===== config.mk =====
export PLATFORM = sky130hd
export DESIGN_NAME = load_store_unit
export DESIGN_NICKNAME = d
export VERILOG_FILES = /design/src/rtl/lsu_pkg.sv /design/src/rtl/lsu_align.sv /design/src/rtl/load_store_unit.sv
export SDC_FILE = /design/constraint.sdc
export NUM_CORES = 1
export LEC_CHECK = 0
export ABC_AREA = 1
export CAP_MARGIN = 25
export CORE_MARGIN = 3
export CORE_UTILIZATION = 50
export DETAILED_ROUTE_END_ITERATION = 8
export PLACE_DENSITY = 0.79
export SETUP_SLACK_MARGIN = 0.15
export SYNTH_ARGS = -nofsm -noshare
export SYNTH_HDL_FRONTEND = slang
export SYNTH_SLANG_ARGS = --single-unit

===== constraint.sdc =====
create_clock -name clk -period 9.2 [get_ports clk]
set_input_delay 1.84 -clock clk [delete_from_list [all_inputs] [get_ports clk]]
set_output_delay 1.84 -clock clk [all_outputs]
set_load 0.05 [all_outputs]

===== src/rtl/lsu_pkg.sv =====
// Shared types and constants for the load/store unit: FSM states, funct3
// encodings and the legality check on the access size field.
package lsu_pkg;

  typedef enum logic [2:0] {
    ST_IDLE,
    ST_REQ0,
    ST_REQ1,
    ST_LAST,
    ST_RESP
  } lsu_state_t;

  localparam logic [2:0] LSU_B  = 3'b000;
  localparam logic [2:0] LSU_H  = 3'b001;
  localparam logic [2:0] LSU_W  = 3'b010;
  localparam logic [2:0] LSU_BU = 3'b100;
  localparam logic [2:0] LSU_HU = 3'b101;

  // Stores only look at [1:0], so 100/101 fold onto B/H; that makes the
  // illegal set identical for loads and stores.
  function automatic logic lsu_illegal(input logic [2:0] funct3);
    lsu_illegal = (funct3 == 3'b011) || (funct3[2:1] == 2'b11);
  endfunction

endpackage


===== src/rtl/lsu_align.sv =====
// Combinational lane logic: byte mask, split detection, write-data lane
// shifting and read-data extraction with sign/zero extension.
module lsu_align
  import lsu_pkg::*;
(
  input  logic [2:0]  i_funct3,
  input  logic [1:0]  i_offset,
  input  logic [31:0] i_wdata,
  input  logic [63:0] i_rdata64,
  output logic [7:0]  o_mask,
  output logic        o_split,
  output logic [63:0] o_wdataShifted,
  output logic [31:0] o_rdataExt
);

  logic [7:0]  w_sizeMask;
  logic [31:0] w_rdataLow;
  logic        w_signed;

  always_comb begin
    w_sizeMask = 8'h00;
    case (i_funct3[1:0])
      2'b00:   w_sizeMask = 8'h01;
      2'b01:   w_sizeMask = 8'h03;
      2'b10:   w_sizeMask = 8'h0F;
      default: w_sizeMask = 8'h00;
    endcase
  end

  assign o_mask         = w_sizeMask << i_offset;
  assign o_split        = |o_mask[7:4];
  assign o_wdataShifted = {32'b0, i_wdata} << {i_offset, 3'b000};
  assign w_rdataLow     = 32'(i_rdata64 >> {i_offset, 3'b000});
  assign w_signed       = ~i_funct3[2];

  always_comb begin
    o_rdataExt = w_rdataLow;
    case (i_funct3[1:0])
      2'b00:   o_rdataExt = {{24{w_signed & w_rdataLow[7]}}, w_rdataLow[7:0]};
      2'b01:   o_rdataExt = {{16{w_signed & w_rdataLow[15]}}, w_rdataLow[15:0]};
      default: o_rdataExt = w_rdataLow;
    endcase
  end

endmodule


===== src/rtl/load_store_unit.sv =====
// Load/store unit: turns one byte-addressed request into one or two word
// accesses, then returns the extended load data with a one-cycle pulse.
module load_store_unit
  import lsu_pkg::*;
#(
  parameter int DATA_WIDTH = 32
) (
  input  logic                    clk,
  input  logic                    rst,
  input  logic                    req_valid,
  output logic                    req_ready,
  input  logic                    req_we,
  input  logic [2:0]              req_funct3,
  input  logic [DATA_WIDTH-1:0]   req_addr,
  input  logic [DATA_WIDTH-1:0]   req_wdata,
  output logic                    rsp_valid,
  output logic [DATA_WIDTH-1:0]   rsp_rdata,
  output logic                    rsp_err,
  output logic                    mem_req,
  output logic                    mem_we,
  output logic [DATA_WIDTH-3:0]   mem_addr,
  output logic [DATA_WIDTH/8-1:0] mem_be,
  output logic [DATA_WIDTH-1:0]   mem_wdata,
  input  logic [DATA_WIDTH-1:0]   mem_rdata
);

  lsu_state_t              r_state;
  logic                    r_we;
  logic [2:0]              r_funct3;
  logic [DATA_WIDTH-1:0]   r_addr;
  logic [DATA_WIDTH-1:0]   r_wdata;
  logic [DATA_WIDTH-1:0]   r_lo;
  logic                    r_rspValid;
  logic                    r_rspErr;
  logic [DATA_WIDTH-1:0]   r_rspRdata;
  logic                    r_memReq;
  logic                    r_memWe;
  logic [DATA_WIDTH-3:0]   r_memAddr;
  logic [DATA_WIDTH/8-1:0] r_memBe;
  logic [DATA_WIDTH-1:0]   r_memWdata;

  logic                    w_idle;
  logic                    w_accept;
  logic [2:0]              w_funct3;
  logic [1:0]              w_offset;
  logic [DATA_WIDTH-1:0]   w_wdata;
  logic [2*DATA_WIDTH-1:0] w_rdata64;
  logic [7:0]              w_mask;
  logic                    w_split;
  logic [2*DATA_WIDTH-1:0] w_wdataShifted;
  logic [DATA_WIDTH-1:0]   w_rdataExt;

  // In IDLE the aligner sees the incoming request so the first access can be
  // registered on the accept edge; afterwards it sees the latched fields.
  assign w_idle    = (r_state == ST_IDLE);
  assign w_accept  = req_valid && w_idle;
  assign w_funct3  = w_idle ? req_funct3     : r_funct3;
  assign w_offset  = w_idle ? req_addr[1:0]  : r_addr[1:0];
  assign w_wdata   = w_idle ? req_wdata      : r_wdata;
  assign w_rdata64 = w_split ? {mem_rdata, r_lo} : {{DATA_WIDTH{1'b0}}, mem_rdata};

  lsu_align u_align (
    .i_funct3       (w_funct3),
    .i_offset       (w_offset),
    .i_wdata        (w_wdata),
    .i_rdata64      (w_rdata64),
    .o_mask         (w_mask),
    .o_split        (w_split),
    .o_wdataShifted (w_wdataShifted),
    .o_rdataExt     (w_rdataExt)
  );

  always_ff @(posedge clk or posedge rst) begin
    if (rst) begin
      r_state    <= ST_IDLE;
      r_we       <= 1'b0;
      r_funct3   <= '0;
      r_addr     <= '0;
      r_wdata    <= '0;
      r_lo       <= '0;
      r_rspValid <= 1'b0;
      r_rspErr   <= 1'b0;
      r_rspRdata <= '0;
      r_memReq   <= 1'b0;
      r_memWe    <= 1'b0;
      r_memAddr  <= '0;
      r_memBe    <= '0;
      r_memWdata <= '0;
    end else begin
      case (r_state)
        ST_IDLE: begin
          if (w_accept) begin
            r_we     <= req_we;
            r_funct3 <= req_funct3;
            r_addr   <= req_addr;
            r_wdata  <= req_wdata;
            if (lsu_illegal(req_funct3)) begin
              r_rspValid <= 1'b1;
              r_rspErr   <= 1'b1;
              r_rspRdata <= '0;
              r_state    <= ST_RESP;
            end else begin
              r_memReq   <= 1'b1;
              r_memWe    <= req_we;
              r_memAddr  <= req_addr[DATA_WIDTH-1:2];
              r_memBe    <= w_mask[3:0];
              r_memWdata <= w_wdataShifted[DATA_WIDTH-1:0];
              r_state    <= ST_REQ0;
            end
          end
        end
        ST_REQ0: begin
          if (w_split) begin
            r_memAddr  <= r_addr[DATA_WIDTH-1:2] + (DATA_WIDTH-2)'(1);
            r_memBe    <= w_mask[7:4];
            r_memWdata <= w_wdataShifted[2*DATA_WIDTH-1:DATA_WIDTH];
            r_state    <= ST_REQ1;
          end else begin
            r_memReq <= 1'b0;
            r_memWe  <= 1'b0;
            r_memBe  <= '0;
            r_state  <= ST_LAST;
          end
        end
        ST_REQ1: begin
          r_lo     <= mem_rdata;
          r_memReq <= 1'b0;
          r_memWe  <= 1'b0;
          r_memBe  <= '0;
          r_state  <= ST_LAST;
        end
        ST_LAST: begin
          r_rspValid <= 1'b1;
          r_rspErr   <= 1'b0;
          r_rspRdata <= r_we ? '0 : w_rdataExt;
          r_state    <= ST_RESP;
        end
        ST_RESP: begin
          r_rspValid <= 1'b0;
          r_rspErr   <= 1'b0;
          r_state    <= ST_IDLE;
        end
        default: r_state <= ST_IDLE;
      endcase
    end
  end

  assign req_ready = w_idle;
  assign rsp_valid = r_rspValid;
  assign rsp_err   = r_rspErr;
  assign rsp_rdata = r_rspRdata;
  assign mem_req   = r_memReq;
  assign mem_we    = r_memWe;
  assign mem_addr  = r_memAddr;
  assign mem_be    = r_memBe;
  assign mem_wdata = r_memWdata;

endmodule

==> results.yml <==
timing:
  setup_tns_ps: 0
  slew_headroom: 0.283
  setup_viol: 0
  hold_viol_final: 0
  period_share: 0.705
  skew_ps: 16.4
  drv_slew: 0
  worstMarginPinSlew_ps: 1070
  fmax_mhz: 154
  rsz0062_at_grt: "false"
  fin_crit_ps: 6490
setup_path:
  reg2reg_slack_ps: 3340
  critPathCaptureType: "flip-flop"
  crit_type: "in -> reg"
  cp.arrival_ps: 6860
  worstPathRequired_ps: 9570
  start_kind: "input pin"
  path_max_fanout: 51
synth:
  synth-compound-area-share: 0.164
  synth_fa_ha_area_frac: 0.00542
  synth_top_family_by_area: "simple AND/OR/NAND/NOR gates"
  netlist_area_sq_um: 11500
  yosys.area.top_type_share: 0.444
  syn_nets: 1726
  ys_warn_count: 0
  yosysTopAreaCell: "dfrtp_1"
  synth-seq-cells: 205
  synthDistinctLibCells: 41
  synthMuxAreaShare: 0.00693
  synthSimpleGateAreaFrac: 0.281
  synth.avg_cell_area_sq_um: 7.14
  synth-xor-area-share: 0.0114
  synth_area_leaders: "dfrtp_1 44%, nand2_1 18%, o21ai_0 9.0%"
  netlist_instances: 1618
  ys_seq_area_frac: 0.444
final_layout:
  fin_nets: 1875
  final_common_cell: "nand2_1"
  n_antenna_cell: 0
  nFillCells: 1960
  drive_above_1_share: 0.0427
  utilization: 0.648
  stdcell_area_sq_um: 14400
  area_growth_syn_to_layout_pct: 24.7
  final_cell_mix: "565 x nand2_1, 208 x o21ai_0, 205 x clkdlybuf4s50_1, 205 x dfrtp_1, 143 x inv_1"
drt:
  drt_iter0_markers: 1129
  routedWlPerCell_um: 17.8
  drt-total-wl_um: 36700
  first_pass_iters: 7
  drc_errors: 0
  drtAntennaViolNets: 0
  drt-vias-per-instance: 5.64
  vias: 11616
clock_network:
  h-tree-depth: 1
  cts_tree: "yes"
  cts-root-buf: "clkbuf_16"
  clock_sinks: 205
  path_clk_slew_ps: 60
  clock_latency_ps: 520
  cts_buffer_depth: 3
  cts_buffers: 23
  post_cts_resized: 0
  post_cts_buffers: 0
  hold_buffers: 0
floorplanning:
  core_sq_um: 22200
  die_h_um: 158
  rows: 54
  initial_core_util: 0.520
  top_level_ports: 206
  die_width_um: 158
  dieArea_sq_um: 25000
global_route:
  grt_max_degree: 89
  grt_overflow: 0
  grt_pass1_wl_um: 57400
  grt_util_all_layers: 0.288
  grt_pass1_vias: 11096
  antenna_found_initial: 0
run_status:
  run_status: "finished, final reports clean"
job:
  max-cap-violations: 0
placed_design:
  gp_congestion: 0.927
  placedInstanceArea_sq_um: 13600
  portBuffers: 205
  dp.final_hpwl_um: 25600
min_path:
  hold_path.class: "reg -> reg"
cell type report:
| type | instances | area (sq um) | share of cell area |
|---|---|---|---|
| multi-input cells | 1168 | 5420 | 0.376 |
| flip-flops and latches | 205 | 5130 | 0.356 |
| repair buffers | 219 | 2200 | 0.153 |
| clock buffers | 29 | 628 | 0.0436 |
| inverters | 150 | 571 | 0.0396 |
| well taps | 280 | 350 | 0.0243 |
| clock inverters | 9 | 109 | 0.00756 |
cells in the mapped netlist:
library cell	number
inv_2	3
o21ai_2	2
a31oi_1	16
clkinv_1	2
nor3_1	16
nand3_2	5
buf_1	15
inv_1	145
o21ai_0	208
nor2_1	74
a41oi_1	6
nand2_2	4
o211ai_1	1
o221ai_1	2
a2bb2oi_1	2
nand3_1	77
o21ai_1	17
dfrtp_1	205
nor4_1	7
clkbuf_1	42
nand4_1	26
or2_2	2
and2_1	1
a21oi_1	77
mux2i_1	8
o21a_1	3
a22oi_1	2
nor2_2	1
nand2_1	566
nand2_4	1
buf_6	5
ha_1	5
buf_2	28
xor2_1	13
nor2_4	2
nand3_4	2
o22ai_1	18
o31ai_1	1
buf_4	5
xnor2_1	2
a22o_1	1
critical path, stage by stage:
cell and delay, ps:
clkdlybuf4s50_1 480, inv_1 70, o21ai_0 310, inv_1 110, ha_1 310, nand2_1 610
nand3_4 590, inv_2 350, nand2_1 120, nand2_2 750, inv_2 640, buf_4 430
nor2_1 140, a41oi_1 60
state kept, by name, indices dropped and copies added (netlist names), 3 cells and up:
| signal | count |
|---|---|
| mem_wdata | 32 |
| r_addr | 32 |
| r_lo | 32 |
| r_wdata | 32 |
| rsp_rdata | 32 |
| mem_addr | 30 |
| mem_be | 4 |
| r_funct3 | 3 |
| r_state | 3 |
kinds of logic after synthesis:
group,Yosys count
simple gates,784
compound gates,356
fa+ha+maj,5
mux,8
xor+xnor,15
buf+inv,245
flops,205
layer usage:
metal / global-route usage / share of wire / up-vias
met5: 0 / 0 / -
met4: 0.110 / 0.043 / 0
met3: 0.0380 / 0.067 / 104
met2: 0.485 / 0.48 / 493
met1: 0.382 / 0.41 / 5459
li1: - / - / 5560
final timing paths:
path	end	depth (start not counted)	from
setup / recovery	mem_wdata[18]	14	req_funct3[0]
hold / removal	rsp_rdata[25]	2	rsp_rdata[25]
setup reg to reg	mem_wdata[18]	14	r_state[1]
hold reg to reg	rsp_rdata[25]	2	rsp_rdata[25]
max in group asynchronous	r_lo[31]	3	rst
min in group asynchronous	mem_addr[9]	2	rst
through the flow:
stage | hold WS, ps | setup slack [ps] | std cells
after floorplan | 448 | 1760 | 1618
after global placement | 462 | 2080 | 2019
after detailed placement | 465 | 1810 | 2020
after CTS | 482 | 2350 | 2058
after global routing | 499 | 2230 | 2060
final | 481 | 2710 | 2060
Power is left out: the tool's default activity adds up to more than one toggle a clock period on the data nets, which glitch-free logic cannot reach.
